**config.mk**
```make
export PLATFORM = sky130hd
export DESIGN_NAME = knap_multi_search_flat
export DESIGN_NICKNAME = d
export VERILOG_FILES = /design/src/rtl/knap_pkg.sv /design/src/rtl/knap_multi_search_if.sv /design/src/rtl/knap_accum.sv /design/src/rtl/knap_multi_search.sv /design/src/flat_wrapper.sv
export SDC_FILE = /design/constraint.sdc
export NUM_CORES = 1
export LEC_CHECK = 0
export BUFFER_PORTS_ARGS = -buffer_cell sky130_fd_sc_hd__buf_2
export CAP_MARGIN = 20
export CORE_MARGIN = 10
export CORE_UTILIZATION = 25
export DETAILED_ROUTE_END_ITERATION = 12
export GPL_ROUTABILITY_DRIVEN = 0
export GPL_TIMING_DRIVEN = 1
export PLACE_DENSITY_LB_ADDON = 0.1
export SETUP_SLACK_MARGIN = 0.5
export SYNTH_ARGS = -nofsm -noshare
export SYNTH_HDL_FRONTEND = slang
export SYNTH_SLANG_ARGS = --single-unit
export TNS_END_PERCENT = 30
```
**constraint.sdc**
```tcl
create_clock -name clk -period 7.7 [get_ports clk]
set_input_delay 1.155 -clock clk [delete_from_list [all_inputs] [get_ports clk]]
set_output_delay 1.155 -clock clk [all_outputs]
set_load 0.01 [all_outputs]
```
**src/rtl/knap_pkg.sv**
```systemverilog
// Shared constants and helpers for the exhaustive multi-constraint knapsack solver.
// Latency: n/a (types, constants and constant functions only).
// Backpressure: n/a.
package knap_pkg;

    // FSM encoding, kept as plain constants so legacy tools and scripts can decode it
    typedef logic [1:0] state_t;
    localparam state_t ST_IDLE   = 2'd0;
    localparam state_t ST_SEARCH = 2'd1;
    localparam state_t ST_DONE   = 2'd2;

    // Field index 0 of the item table is the value; fields 1..N_DIMS are cost dimensions
    localparam int FIELD_VALUE = 0;

    // Accumulator width that holds the sum of every item at full coefficient scale
    function automatic int sum_width(input int coef_w, input int n_items);
        return coef_w + $clog2(n_items + 1);
    endfunction

    // Count trailing zeros; returns 0 for an all-zero input
    function automatic int ctz(input logic [31:0] x);
        int r;
        r = 0;
        for (int i = 31; i >= 0; i--) begin
            if (x[i]) r = i;
        end
        return r;
    endfunction

endpackage

```
**src/rtl/knap_multi_search_if.sv**
```systemverilog
// Host-side bundle of the solver: table loader, limits, control and result buses.
// Latency: n/a (wiring only).
// Backpressure: none; start is simply ignored while the solver is busy.
interface knap_multi_search_if
    import knap_pkg::*;
#(
    parameter int N_ITEMS = 17,
    parameter int N_DIMS  = 2,
    parameter int COEF_W  = 9,
    parameter int SUM_W   = sum_width(COEF_W, N_ITEMS),
    parameter int CNT_W   = N_ITEMS + 1
);
    logic                          cfg_we;
    logic [$clog2(N_ITEMS)-1:0]    cfg_item;
    logic [$clog2(N_DIMS+1)-1:0]   cfg_field;
    logic [COEF_W-1:0]             cfg_data;
    logic [COEF_W-1:0]             min_value;
    logic [N_DIMS*COEF_W-1:0]      max_cost;
    logic                          start;
    logic                          abort;
    logic                          busy;
    logic                          done;
    logic                          found;
    logic [N_ITEMS-1:0]            best_mask;
    logic [SUM_W-1:0]              best_value;
    logic [CNT_W-1:0]              valid_count;

    modport master (
        output cfg_we, cfg_item, cfg_field, cfg_data, min_value, max_cost, start, abort,
        input  busy, done, found, best_mask, best_value, valid_count
    );

    modport slave (
        input  cfg_we, cfg_item, cfg_field, cfg_data, min_value, max_cost, start, abort,
        output busy, done, found, best_mask, best_value, valid_count
    );
endinterface

```
**src/rtl/knap_accum.sv**
```systemverilog
// Add/subtract accumulator tracking one field's sum over the current selection.
// Latency: 1 cycle from en/clr to updated sum.
// Backpressure: none; updates whenever en is high.
module knap_accum #(
    parameter int COEF_W = 9,
    parameter int SUM_W  = 14
) (
    input  logic              clk,
    input  logic              rst_n,
    input  logic              clr,
    input  logic              en,
    input  logic              sub,
    input  logic [COEF_W-1:0] coef,
    output logic [SUM_W-1:0]  sum
);
    logic [SUM_W-1:0] coef_ext;

    assign coef_ext = SUM_W'(coef);

    // Clear on reset/start, otherwise add or remove the toggled item's coefficient
    always_ff @(posedge clk) begin
        if (!rst_n || clr) begin
            sum <= '0;
        end else if (en) begin
            sum <= sub ? (sum - coef_ext) : (sum + coef_ext);
        end
    end
endmodule

```
**src/rtl/knap_multi_search.sv**
```systemverilog
// Exhaustive Gray-order knapsack solver: best-value selection under a value floor and per-dimension limits.
// Latency: start in cycle t, done pulse in cycle t + 2^N_ITEMS + 1.
// Backpressure: none; start ignored while busy, table writes ignored while busy.
module knap_multi_search
    import knap_pkg::*;
#(
    parameter int N_ITEMS = 17,
    parameter int N_DIMS  = 2,
    parameter int COEF_W  = 9,
    parameter int SUM_W   = sum_width(COEF_W, N_ITEMS),
    parameter int CNT_W   = N_ITEMS + 1
) (
    input  logic clk,
    input  logic rst_n,
    knap_multi_search_if.slave bus
);
    localparam int IDX_W    = $clog2(N_ITEMS);
    localparam int N_FIELDS = N_DIMS + 1;

    state_t                   state;
    logic [COEF_W-1:0]        coef_tab [N_FIELDS][N_ITEMS];
    logic [COEF_W-1:0]        min_lat;
    logic [N_DIMS*COEF_W-1:0] cost_lat;
    logic [N_ITEMS-1:0]       step;
    logic [N_ITEMS-1:0]       step_nxt;
    logic [N_ITEMS-1:0]       cur_mask;
    logic [IDX_W-1:0]         flip_idx;
    logic [SUM_W-1:0]         sums [N_FIELDS];
    logic                     last_step;
    logic                     start_go;
    logic                     sum_en;
    logic                     sum_sub;
    logic                     cur_ok;
    logic                     found_r;
    logic [N_ITEMS-1:0]       best_mask_r;
    logic [SUM_W-1:0]         best_value_r;
    logic [CNT_W-1:0]         valid_count_r;

    // Gray stepping: the move from step k to k+1 toggles item ctz(k+1)
    assign step_nxt  = step + N_ITEMS'(1);
    assign flip_idx  = IDX_W'(ctz(32'(step_nxt)));
    assign last_step = &step;
    assign start_go  = (state == ST_IDLE) && bus.start;
    assign sum_en    = (state == ST_SEARCH) && !last_step && !bus.abort;
    assign sum_sub   = cur_mask[flip_idx];

    // One accumulator per field, all stepping on the same toggled item
    for (genvar f = 0; f < N_FIELDS; f++) begin : g_acc
        knap_accum #(
            .COEF_W (COEF_W),
            .SUM_W  (SUM_W)
        ) u_acc (
            .clk   (clk),
            .rst_n (rst_n),
            .clr   (start_go),
            .en    (sum_en),
            .sub   (sum_sub),
            .coef  (coef_tab[f][flip_idx]),
            .sum   (sums[f])
        );
    end

    // Current selection is valid when it meets the value floor and every cost limit
    always_comb begin
        cur_ok = (sums[FIELD_VALUE] >= SUM_W'(min_lat));
        for (int d = 0; d < N_DIMS; d++) begin
            if (sums[d+1] > SUM_W'(cost_lat[d*COEF_W +: COEF_W])) cur_ok = 1'b0;
        end
    end

    // Item table: loadable whenever no search is running; out-of-range indices dropped
    always_ff @(posedge clk) begin
        if (!rst_n) begin
            for (int f = 0; f < N_FIELDS; f++) begin
                for (int i = 0; i < N_ITEMS; i++) coef_tab[f][i] <= '0;
            end
        end else if (bus.cfg_we && (state != ST_SEARCH) &&
                     (int'(bus.cfg_item) < N_ITEMS) && (int'(bus.cfg_field) <= N_DIMS)) begin
            coef_tab[bus.cfg_field][bus.cfg_item] <= bus.cfg_data;
        end
    end

    // Control FSM, Gray stepper and best-selection tracker
    always_ff @(posedge clk) begin
        if (!rst_n) begin
            state         <= ST_IDLE;
            step          <= '0;
            cur_mask      <= '0;
            min_lat       <= '0;
            cost_lat      <= '0;
            found_r       <= 1'b0;
            best_mask_r   <= '0;
            best_value_r  <= '0;
            valid_count_r <= '0;
        end else begin
            case (state)
                ST_IDLE: begin
                    if (bus.start) begin
                        state         <= ST_SEARCH;
                        step          <= '0;
                        cur_mask      <= '0;
                        min_lat       <= bus.min_value;
                        cost_lat      <= bus.max_cost;
                        found_r       <= 1'b0;
                        best_mask_r   <= '0;
                        best_value_r  <= '0;
                        valid_count_r <= '0;
                    end
                end
                ST_SEARCH: begin
                    if (bus.abort) begin
                        state         <= ST_IDLE;
                        found_r       <= 1'b0;
                        best_mask_r   <= '0;
                        best_value_r  <= '0;
                        valid_count_r <= '0;
                    end else begin
                        if (cur_ok) begin
                            valid_count_r <= valid_count_r + CNT_W'(1);
                            // Strictly greater keeps the earliest selection on ties
                            if (!found_r || (sums[FIELD_VALUE] > best_value_r)) begin
                                found_r      <= 1'b1;
                                best_mask_r  <= cur_mask;
                                best_value_r <= sums[FIELD_VALUE];
                            end
                        end
                        if (last_step) begin
                            state <= ST_DONE;
                        end else begin
                            step     <= step_nxt;
                            cur_mask <= cur_mask ^ (N_ITEMS'(1) << flip_idx);
                        end
                    end
                end
                ST_DONE:  state <= ST_IDLE;
                default:  state <= ST_IDLE;
            endcase
        end
    end

    assign bus.busy        = (state == ST_SEARCH);
    assign bus.done        = (state == ST_DONE);
    assign bus.found       = found_r;
    assign bus.best_mask   = best_mask_r;
    assign bus.best_value  = best_value_r;
    assign bus.valid_count = valid_count_r;

endmodule

```
**src/flat_wrapper.sv**
```systemverilog
// flat-port wrapper written by rule: the top's interface ports become plain ports
module knap_multi_search_flat import knap_pkg::*;
#(
    parameter int N_ITEMS = 17,
    parameter int N_DIMS  = 2,
    parameter int COEF_W  = 9,
    parameter int SUM_W   = sum_width(COEF_W, N_ITEMS),
    parameter int CNT_W   = N_ITEMS + 1
)
  (clk, rst_n, bus_cfg_we, bus_cfg_item, bus_cfg_field, bus_cfg_data, bus_min_value, bus_max_cost, bus_start, bus_abort, bus_busy, bus_done, bus_found, bus_best_mask, bus_best_value, bus_valid_count);
  knap_multi_search_if #(.N_ITEMS(N_ITEMS), .N_DIMS(N_DIMS), .COEF_W(COEF_W), .SUM_W(SUM_W), .CNT_W(CNT_W)) bus_i ();
  input  logic clk;
  input  logic rst_n;
  input wire logic [$bits(bus_i.cfg_we)-1:0] bus_cfg_we;
  input wire logic [$bits(bus_i.cfg_item)-1:0] bus_cfg_item;
  input wire logic [$bits(bus_i.cfg_field)-1:0] bus_cfg_field;
  input wire logic [$bits(bus_i.cfg_data)-1:0] bus_cfg_data;
  input wire logic [$bits(bus_i.min_value)-1:0] bus_min_value;
  input wire logic [$bits(bus_i.max_cost)-1:0] bus_max_cost;
  input wire logic [$bits(bus_i.start)-1:0] bus_start;
  input wire logic [$bits(bus_i.abort)-1:0] bus_abort;
  output wire logic [$bits(bus_i.busy)-1:0] bus_busy;
  output wire logic [$bits(bus_i.done)-1:0] bus_done;
  output wire logic [$bits(bus_i.found)-1:0] bus_found;
  output wire logic [$bits(bus_i.best_mask)-1:0] bus_best_mask;
  output wire logic [$bits(bus_i.best_value)-1:0] bus_best_value;
  output wire logic [$bits(bus_i.valid_count)-1:0] bus_valid_count;
  assign bus_i.cfg_we = bus_cfg_we;
  assign bus_i.cfg_item = bus_cfg_item;
  assign bus_i.cfg_field = bus_cfg_field;
  assign bus_i.cfg_data = bus_cfg_data;
  assign bus_i.min_value = bus_min_value;
  assign bus_i.max_cost = bus_max_cost;
  assign bus_i.start = bus_start;
  assign bus_i.abort = bus_abort;
  assign bus_busy = bus_i.busy;
  assign bus_done = bus_i.done;
  assign bus_found = bus_i.found;
  assign bus_best_mask = bus_i.best_mask;
  assign bus_best_value = bus_i.best_value;
  assign bus_valid_count = bus_i.valid_count;
  knap_multi_search #(.N_ITEMS(N_ITEMS), .N_DIMS(N_DIMS), .COEF_W(COEF_W), .SUM_W(SUM_W), .CNT_W(CNT_W)) u_core (.clk(clk), .rst_n(rst_n), .bus(bus_i));
endmodule
```
==> flow_metrics.py, run 1 <==
metrics = {
    "floorplanning": {
        "die_height_um": 373,
        "io_pins": 100,
        "initial_core_util_pct": 25.2,
        "fp-row-count": 129,
        "dieArea_um2": 139000,
        "die_x_um": 373,
        "design.core.area_um2": 124000,
    },
    "worst_setup_path": {
        "critPathKind": "reg -> reg",
        "crit_fanout": 12,
        "worst_ep_arrival_time_ns": 7.41,
        "r2r_start": "u_core.step[6]$_SDFFE_PN0P_",
        "slowest_delay_ns": 0.56,
        "startpoint_type": "flip-flop",
        "crit-reg2reg-capture": "u_core.g_acc[1].u_acc.sum[13]$_SDFFE_PP0P_",
        "critical_path.top_delay_family": "compound AO/OA/AOI/OAI gates",
        "r2r_cells": 29,
        "cp_common_cell": "buf_4",
        "r2r_slack_ns": 0.84,
        "crit_buf_inv": 4,
        "cp.required_ns": 8.26,
        "critPathSlowestCell": "or3_1",
        "endpoint_kind": "flip-flop",
    },
    "clocking": {
        "cts_sinks": 614,
        "hold_buffers": 0,
        "clockRootBuffer": "clkbuf_16",
        "cts-htree-levels": 3,
        "clk-insertion-delay-late_ns": 0.66,
        "cts_tree": "built",
        "clk_pin_slew_ns": 0.06,
        "cts_inserted_buffers": 77,
        "clk_path_buf_depth": 3,
    },
    "sta": {
        "fin_crit_sh_pct": 89.1,
        "slew_headroom_pct": 23.4,
        "setup_viol": 0,
        "rsz0062_at_grt": "false",
        "period_needed_ns": 6.86,
        "final.setup_skew_ns": 0.0360,
        "fmax_mhz": 146,
        "tightest_slew_ns": 1.14,
        "hold_viol_final": 0,
        "slew_violations": 0,
        "layout_setup_ws_ns": 0.841,
    },
    "detailed_routing": {
        "top_layer_used": "met4",
        "met2RoutedLength_um": 57500,
        "vias": 24700,
        "wl_per_cell_um": 25.9,
        "wl_met3_um": 7120,
        "totalWireLength_um": 127000,
        "vias_per_cell": 5.05,
        "drc": 0,
        "ant_nets": 0,
        "first_iter_violations": 2304,
        "m1WireLength_um": 59200,
        "first_pass_iters": 6,
    },
    "yosys": {
        "ys_ff_latch": 614,
        "syn_area_um2": 31100,
        "yosys_most_used_dff": "edfxtp_1",
        "ys_warn_count": 0,
        "ys_seq_area_share_pct": 54.3,
        "synth_cell_types": 103,
        "syn_nets": 3187,
        "synth_edf_count": 459,
        "syn_inst": 3050,
        "async_reset_ff_share_pct": 0,
        "synth.avg_cell_area_um2": 10.2,
    },
    "global_routing": {
        "grt_pass1_wl_um": 180000,
        "grt_overflow": 0,
        "grtUsageTotal_pct": 17.3,
        "antenna_found_initial": 3,
        "grt_max_degree": 64,
        "grt_pass1_vias": 24100,
    },
    "power": {
        "clockPowerShare_pct": 45.5,
        "p_leak_uw": 0.0135,
        "p_int_uw": 6000,
        "pwr-share-seq_pct": 46.6,
        "comb_power_share_pct": 7.9,
        "power.switching_uw": 2010,
        "p_per_area_nw_per_um2": 217,
        "irDropWorstVdd_mv": 0.183,
        "switching_share_pct": 25.1,
    },
    "layout": {
        "num-fill-cells": 12900,
        "areaGrowthSynthToFinish_pct": 18.7,
        "nNetsFinal": 3334,
        "final_common_cell": "edfxtp_1",
        "ff_latch_area_um2": 16900,
        "layout_common_cells": "459 x edfxtp_1, 443 x nand2_1, 436 x nor2_1",
        "drive_gt1_share_pct": 14.7,
        "final_util_pct": 29.9,
        "multi_input_area_um2": 13200,
    },
    "min_path": {
        "holdCritStartpoint": "u_core.bus.best_mask[16]$_SDFFE_PN0P_",
        "holdPathStages": 2,
        "worstHoldPathType": "reg -> reg",
        "worst_hold_path.endpoint": "u_core.bus.best_mask[16]$_SDFFE_PN0P_",
    },
    "place": {
        "hpwl_um": 86700,
        "port_buffers": 99,
        "place_ws_ns": -0.172,
    },
    "job": {
        "drv_cap": 0,
    },
    "status": {
        "status": "finished, final reports clean",
    },
}
-- synthesized netlist by cell type (73+ instances only) --
cell	n	area, um^2
mux2i_1	73	731
ha_1	86	1080
nand2_1	451	1690
dfxtp_1	155	3100
edfxtp_1	459	13800
o21ai_0	91	455
inv_1	98	368
nor2_1	439	1650
a21boi_0	76	571
clkbuf_1	105	394
a21oi_1	133	666
nand3_1	119	596
-- flip-flops by register name (all words and copies together), names as in the netlist --
register	flops
u_core.bus.best_mask	17
u_core.bus.best_value	14
u_core.bus.found	1
u_core.bus.valid_count	18
u_core.coef_tab	459
u_core.cost_lat	18
u_core.cur_mask	17
u_core.g_acc.u_acc.sum	42
u_core.min_lat	9
u_core.state	2
u_core.step	17
-- how the worst max path moves through the flow --
stage / from / end / slack, ns / cells after the start
6_report: u_core.step[6]$_SDFFE_PN0P_ / u_core.g_acc[1].u_acc.sum[13]$_SDFFE_PP0P_ / 0.84 / 29
5_1_grt: u_core.step[6]$_SDFFE_PN0P_ / u_core.g_acc[1].u_acc.sum[13]$_SDFFE_PP0P_ / 0.46 / 29
4_1_cts: u_core.step[7]$_SDFFE_PN0P_ / u_core.g_acc[0].u_acc.sum[13]$_SDFFE_PP0P_ / 0.51 / 31
3_5_place_dp: u_core.step[1]$_SDFFE_PN0P_ / u_core.g_acc[0].u_acc.sum[13]$_SDFFE_PP0P_ / -0.17 / 32
3_3_place_gp: u_core.step[1]$_SDFFE_PN0P_ / u_core.g_acc[0].u_acc.sum[13]$_SDFFE_PP0P_ / -0.04 / 32
2_1_floorplan: u_core.step[0]$_SDFFE_PN0P_ / u_core.g_acc[2].u_acc.sum[13]$_SDFFE_PP0P_ / 1.36 / 32
-- cells by family after synthesis --
kind of cell | Yosys count | synth area share (%)
and+or+nand+nor | 1274 | 18.4
DFF | 614 | 54.3
AOI/OAI and AO/OA | 606 | 13.8
buffers and inverters | 285 | 4.19
xor gates and xnor gates | 95 | 2.70
adders and majority gates | 89 | 3.65
muxes | 87 | 3.04
-- power groups by stage --
stage               Combinational (uW)  Sequential [uW]  Clock, uW
floorplan                          382             3780          0
global placement                   614             3800          0
detailed placement                 630             3800          0
CTS                                633             3740       3740
global route                       694             3750       3870
finish                             630             3740       3650
-- worst reg2reg max path, delay by kind of cell, from the launching register on --
family,cells,cell delay (ns)
fa+ha+maj,2,0.57
simple gates,9,2.09
flops,1,0.48
xor+xnor,1,0.14
buf+inv,4,0.86
compound gates,13,2.62
-- stage by stage --
step / total power, uW / TNS [ns] / instance area, um^2 / instances / hold slack, ns
detailed placement: 4440 / -0.248 / 34000 / 4734 / 0.462
finish: 8020 / 0 / 36900 / 4897 / 0.464
CTS: 8110 / 0 / 36500 / 4875 / 0.468
floorplan: 4160 / 0 / 31100 / 3050 / 0.443
global placement: 4420 / -0.0363 / 33900 / 4731 / 0.454
global route: 8310 / 0 / 36900 / 4896 / 0.484
-- layout make-up --
| class | instances | share of cell area, % |
|---|---|---|
| Tap cell | 1637 | 5.55 |
| Clock buffer | 102 | 5.75 |
| Inverter | 98 | 0.996 |
| Clock inverter | 39 | 0.962 |
| Multi-Input combinational cell | 2152 | 35.8 |
| Sequential cell | 614 | 45.8 |
| Antenna cell | 1 | 0.00678 |
| Timing Repair Buffer | 254 | 5.19 |
-- routing by layer --
layer	up-vias	global-route usage (%)
met1	12500	24.6
met2	809	27.4
met3	157	2.52
met5	-	0
li1	11300	-
met4	0	3.90
-- what timing repair did --
action / in CTS / in global routing
pin swaps: 0 / 11
buffers inserted: 0 / 17
setup endpoints to repair: 12 / 14
gates resized for setup: 19 / 41
gates cloned: 0 / 4
Power figures use the tool's default switching activity.
==> run 2: changes to the inputs <==
- REMOVE_ABC_BUFFERS: default -> 1
==> run 2 against run 1 <==
  * Total power increased by 0.70%
  * Sequential share of layout area grew 0.19 points
  * Sequential cell count unchanged
  * Critical endpoint is now u_core.g_acc[0].u_acc.sum[13]$_SDFFE_PP0P_
  * Combinational power is 1% lower
  * Clock-buffer cell count is 4 lower
  * Cell count fell by 0.43%
  * Largest power group unchanged
  * Clock power is 2% higher
  * Routed wire length is 0.43% higher
==> flow_metrics.py, run 2 (same netlist as run 1, synthesis figures left out) <==
metrics = {
    "detailed_routing": {
        "ant_nets": 0,
        "vias": 24600,
        "wl_per_cell_um": 26.1,
        "vias_per_cell": 5.05,
        "totalWireLength_um": 127000,
        "first_iter_violations": 2162,
        "drc": 0,
        "first_pass_iters": 5,
    },
    "clocking": {
        "cts-htree-levels": 3,
        "clk_path_buf_depth": 3,
        "cts_tree": "built",
        "cts_sinks": 614,
        "hold_buffers": 0,
        "clk-insertion-delay-late_ns": 0.66,
        "cts_inserted_buffers": 79,
        "clk_pin_slew_ns": 0.05,
        "clockRootBuffer": "clkbuf_16",
    },
    "floorplanning": {
        "die_height_um": 373,
        "die_x_um": 373,
        "design.core.area_um2": 124000,
        "dieArea_um2": 139000,
        "fp-row-count": 129,
        "io_pins": 100,
        "initial_core_util_pct": 25.2,
    },
    "min_path": {
        "worstHoldPathType": "reg -> reg",
        "holdCritStartpoint": "u_core.bus.best_mask[9]$_SDFFE_PN0P_",
        "holdPathStages": 2,
        "worst_hold_path.endpoint": "u_core.bus.best_mask[9]$_SDFFE_PN0P_",
    },
    "sta": {
        "hold_viol_final": 0,
        "layout_setup_ws_ns": 0.962,
        "fin_crit_sh_pct": 87.5,
        "period_needed_ns": 6.74,
        "rsz0062_at_grt": "true",
        "final.setup_skew_ns": 0.0386,
        "tightest_slew_ns": 1.23,
        "setup_viol": 0,
        "slew_violations": 0,
        "slew_headroom_pct": 17.8,
        "fmax_mhz": 148,
        "hold_ws_ns": 0.465,
    },
    "layout": {
        "largest_register_ffs": 459,
        "drive_gt1_share_pct": 14.1,
        "reg_top3": "u_core.coef_tab x459, u_core.g_acc.u_acc.sum x42",
        "layout_common_cells": "459 x edfxtp_1, 446 x nand2_1, 435 x nor2_1",
        "final_util_pct": 29.8,
        "nNetsFinal": 3313,
        "regMostFlops": "u_core.coef_tab",
        "instances_no_fill": 4876,
        "final_common_cell": "edfxtp_1",
        "areaGrowthSynthToFinish_pct": 18.3,
    },
    "global_routing": {
        "antenna_found_initial": 0,
        "grtUsageTotal_pct": 17.5,
        "grt_max_degree": 60,
        "grt_overflow": 0,
        "grt_pass1_vias": 24300,
        "grt_pass1_wl_um": 182000,
    },
    "worst_setup_path": {
        "crit_fanout": 12,
        "startpoint_type": "flip-flop",
        "crit-reg2reg-capture": "u_core.g_acc[0].u_acc.sum[13]$_SDFFE_PP0P_",
        "critPathKind": "reg -> reg",
        "cp.required_ns": 8.28,
        "critPathSlowestCell": "a221oi_1",
        "r2r_start": "u_core.step[5]$_SDFFE_PN0P_",
        "crit_buf_inv": 5,
        "slowest_delay_ns": 0.76,
        "r2r_cells": 27,
        "critical_path.top_delay_family": "compound AO/OA/AOI/OAI gates",
        "r2r_slack_ns": 0.96,
        "worst_ep_arrival_time_ns": 7.31,
        "cp_common_cell": "buf_4",
        "endpoint_kind": "flip-flop",
    },
    "status": {
        "status": "finished, final reports clean",
    },
    "job": {
        "drv_cap": 0,
    },
    "place": {
        "port_buffers": 99,
        "hpwl_um": 87100,
        "dp_cells": 4716,
        "place_ws_ns": 0.0783,
    },
    "power": {
        "total_power_uw": 8070,
        "irDropWorstVdd_mv": 0.138,
        "p_per_area_nw_per_um2": 219,
        "p_leak_uw": 0.0134,
    },
}
run 2: cell count changes in the layout (fill, tap and decap cells not counted), sizes merged:
cell	delta
clkinv	+3
clkinvlp	+3
buf	-23
clkbuf	-4
inv	-1
bufinv	+1
run 2: where the power goes:
group	leakage, uW	internal [uW]	switching, uW	total [uW]
combinational	0.00627	201	423	624
clock	0.00122	2160	1550	3710
sequential	0.00590	3680	58.1	3740
total	0.0134	6040	2030	8070
run 2: area by class of cell:
type,count,area (um^2)
fill,12800,86800
sequential,614,16900
multi-input combinational,2152,13200
clock buffer,98,2110
tap,1637,2050
timing repair buffer,231,1700
clock inverter,45,437
inverter,98,368
antenna,1,2.50
run 2: worst max path at each step:
| stage | startpoint | endpoint | slack, ns | cells past startpoint |
|---|---|---|---|---|
| 6_report | u_core.step[5]$_SDFFE_PN0P_ | u_core.g_acc[0].u_acc.sum[13]$_SDFFE_PP0P_ | 0.96 | 27 |
| 5_1_grt | u_core.step[5]$_SDFFE_PN0P_ | u_core.g_acc[2].u_acc.sum[13]$_SDFFE_PP0P_ | 0.47 | 28 |
| 4_1_cts | u_core.step[6]$_SDFFE_PN0P_ | u_core.g_acc[1].u_acc.sum[13]$_SDFFE_PP0P_ | 0.59 | 31 |
| 3_5_place_dp | u_core.step[1]$_SDFFE_PN0P_ | u_core.g_acc[1].u_acc.sum[13]$_SDFFE_PP0P_ | 0.08 | 28 |
| 3_3_place_gp | u_core.step[1]$_SDFFE_PN0P_ | u_core.g_acc[1].u_acc.sum[13]$_SDFFE_PP0P_ | 0.10 | 28 |
| 2_1_floorplan | u_core.step[3]$_SDFFE_PN0P_ | u_core.g_acc[2].u_acc.sum[13]$_SDFFE_PP0P_ | -0.56 | 27 |
run 2: worst min-delay path: cells and delay by family (launching register included):
kind | cells | cell delay (ns)
flops | 1 | 0.31
compound gates | 1 | 0.06
simple gates | 1 | 0.05
run 2: per-layer routing:
layer	track usage, %	vias to the layer above	part of all wire, %
met5	0	-	0
met4	5.22	0	3.1
met3	2.62	180	5.5
met2	26.9	815	44
met1	25.1	12400	48
li1	-	11300	-
run 2: timing repair:
item                       CTS  global route
setup endpoints to repair    7            12
buffers inserted             4             6
pin swaps                    2             8
cloned                       1             3
gates resized for setup     16            45
run 2: metrics by stage:
stage	TNS, ns	cell area, um^2
after floorplan	-1.31	30200
after global placement	0	33700
after detailed placement	0	33800
after CTS	0	36400
after global routing	0	36800
final	0	36800
==> run 3: changes to the inputs <==
- CELL_PAD_IN_SITES_DETAIL_PLACEMENT: default -> 1
- CELL_PAD_IN_SITES_GLOBAL_PLACEMENT: default -> 1
- CORE_UTILIZATION: 25 -> 47
- HOLD_SLACK_MARGIN: default -> 0.06
==> run 3 against run 2 <==
  * First-iteration DRC count is 26% higher
  * Highest routed layer is now met5
  * Combinational power is 2% lower
  * Routed wire length shrank 11%
  * Clock power shrank 12%
  * Critical path depth increased by 1
  * Global-route usage grew 11 points
  * Clock-buffer cell count fell by 6
  * Sequential power barely moved
  * Register-to-register slack worse by 0.15 ns
  * Cell count shrank 16%
  * Hold slack got worse by 0.0015 ns
  * Maximum frequency fell by 2.2%
==> flow_metrics.py, run 3 (same netlist as run 1, synthesis figures left out) <==
metrics = {
    "global_routing": {
        "grt_overflow": 0,
        "grt_pass1_wl_um": 168000,
        "grt_pass1_vias": 26400,
        "grt_max_degree": 71,
        "grtUsageTotal_pct": 28.4,
        "antenna_found_initial": 2,
    },
    "sta": {
        "layout_setup_ws_ns": 0.808,
        "fmax_mhz": 145,
        "hold_ws_ns": 0.464,
        "final.setup_skew_ns": 0.0272,
        "tightest_slew_ns": 1.26,
        "rsz0062_at_grt": "true",
        "period_needed_ns": 6.89,
        "slew_headroom_pct": 14.9,
        "hold_viol_final": 0,
        "setup_viol": 0,
        "slew_violations": 0,
        "fin_crit_sh_pct": 89.5,
    },
    "clocking": {
        "cts_inserted_buffers": 72,
        "hold_buffers": 0,
        "cts-htree-levels": 3,
        "cts_sinks": 614,
        "clk-insertion-delay-late_ns": 0.64,
        "clk_path_buf_depth": 3,
        "clockRootBuffer": "clkbuf_16",
        "cts_tree": "built",
        "clk_pin_slew_ns": 0.06,
    },
    "worst_setup_path": {
        "endpoint_kind": "flip-flop",
        "r2r_slack_ns": 0.81,
        "crit_fanout": 28,
        "cp.required_ns": 8.25,
        "startpoint_type": "flip-flop",
        "r2r_cells": 28,
        "critPathKind": "reg -> reg",
        "r2r_start": "u_core.step[1]$_SDFFE_PN0P_",
        "slowest_delay_ns": 0.94,
        "crit-reg2reg-capture": "u_core.g_acc[1].u_acc.sum[13]$_SDFFE_PP0P_",
        "critPathSlowestCell": "o21ai_0",
        "worst_ep_arrival_time_ns": 7.44,
    },
    "layout": {
        "final_common_cell": "edfxtp_1",
        "design_area_um2": 35400,
        "regMostFlops": "u_core.coef_tab",
        "reg_top3": "u_core.coef_tab x459, u_core.g_acc.u_acc.sum x42",
        "instances_no_fill": 4085,
        "nNetsFinal": 3305,
        "drive_gt1_share_pct": 13.4,
        "areaGrowthSynthToFinish_pct": 13.7,
        "num-fill-cells": 7161,
        "layout_common_cells": "459 x edfxtp_1, 449 x nand2_1, 436 x nor2_1",
        "largest_register_ffs": 459,
    },
    "power": {
        "p_per_area_nw_per_um2": 215,
        "total_power_uw": 7620,
        "irDropWorstVdd_mv": 0.164,
        "p_leak_uw": 0.0132,
    },
    "detailed_routing": {
        "met2RoutedLength_um": 52600,
        "first_pass_iters": 6,
        "wl_per_cell_um": 27.9,
        "drc": 0,
        "m1WireLength_um": 45400,
        "top_layer_used": "met5",
        "ant_nets": 0,
        "wl_met3_um": 9670,
        "first_iter_violations": 2714,
        "vias_per_cell": 6.26,
        "totalWireLength_um": 114000,
        "vias": 25600,
    },
    "floorplanning": {
        "die_height_um": 277,
        "die_x_um": 277,
        "initial_core_util_pct": 47.3,
        "dieArea_um2": 76900,
        "design.core.area_um2": 65700,
        "io_pins": 100,
        "fp-row-count": 94,
    },
    "place": {
        "dp_cells": 3939,
        "hpwl_um": 76500,
        "place_ws_ns": 0.213,
        "placedInstanceArea_um2": 32800,
        "port_buffers": 99,
    },
    "min_path": {
        "worstHoldPathType": "reg -> reg",
        "holdCritStartpoint": "u_core.bus.best_mask[9]$_SDFFE_PN0P_",
        "worst_hold_path.endpoint": "u_core.bus.best_mask[9]$_SDFFE_PN0P_",
        "holdPathStages": 2,
    },
    "job": {
        "drv_cap": 0,
    },
    "status": {
        "status": "finished, final reports clean",
    },
}
==> run 3: cell type report <==
class	instances	area (um^2)	area share (%)
Sequential cell	614	16900	47.8
Clock inverter	34	275	0.778
Clock buffer	92	1920	5.42
Tap cell	864	1080	3.06
Inverter	98	368	1.04
Multi-Input combinational cell	2152	13200	37.3
Antenna cell	1	2.50	0.00708
Timing Repair Buffer	230	1630	4.62
==> run 3: per-stage QoR <==
| stage | setup TNS [ns] | utilization [%] |
|---|---|---|
| 3_3_place_gp | 0 | 49.7 |
| 6_report | 0 | 53.8 |
| 3_5_place_dp | 0 | 49.8 |
| 4_1_cts | 0 | 53.2 |
| 2_1_floorplan | -1.31 | - |
| 5_1_grt | 0 | 53.8 |
==> run 3: routing by layer <==
layer  global-route usage (%)  vias to the layer above
met5                        0                        -
met4                     14.5                        4
met3                     5.79                      311
met2                     45.6                     1240
met1                     35.8                    12800
li1                         -                    11200
==> run 3: how the worst max path moves through the flow <==
stage                                            from                                         end  depth (start not counted)
after floorplan           u_core.step[3]$_SDFFE_PN0P_  u_core.g_acc[2].u_acc.sum[13]$_SDFFE_PP0P_                         27
after global placement    u_core.step[4]$_SDFFE_PN0P_  u_core.g_acc[1].u_acc.sum[13]$_SDFFE_PP0P_                         29
after detailed placement  u_core.step[4]$_SDFFE_PN0P_  u_core.g_acc[0].u_acc.sum[13]$_SDFFE_PP0P_                         27
after CTS                 u_core.step[1]$_SDFFE_PN0P_  u_core.g_acc[2].u_acc.sum[13]$_SDFFE_PP0P_                         28
after global routing      u_core.step[5]$_SDFFE_PN0P_  u_core.g_acc[2].u_acc.sum[13]$_SDFFE_PP0P_                         26
final                     u_core.step[1]$_SDFFE_PN0P_  u_core.g_acc[1].u_acc.sum[13]$_SDFFE_PP0P_                         28
==> run 3: worst max-delay path: cells and delay by family, from the launching register on <==
kind                       cells  cell delay, ns
and+or+nand+nor                8            1.62
xor gates and xnor gates       1            0.15
DFF                            1            0.32
AOI/OAI and AO/OA             14            3.43
adders and majority gates      2            0.56
buffers and inverters          3            0.72
==> run 3: repair_timing <==
action                                  4_1_cts  5_1_grt
endpoints found under the setup margin        6       15
gates cloned                                  0        3
gates resized for setup                      12       42
pin swaps                                     0       11
setup buffers                                 0       15
==> run 3: where the power goes <==
| group | total, uW | switching, uW | leakage (uW) | internal (uW) |
|---|---|---|---|---|
| Sequential | 3740 | 55.8 | 0.00590 | 3680 |
| Clock | 3270 | 1430 | 0.00107 | 1840 |
| Combinational | 614 | 414 | 0.00625 | 200 |
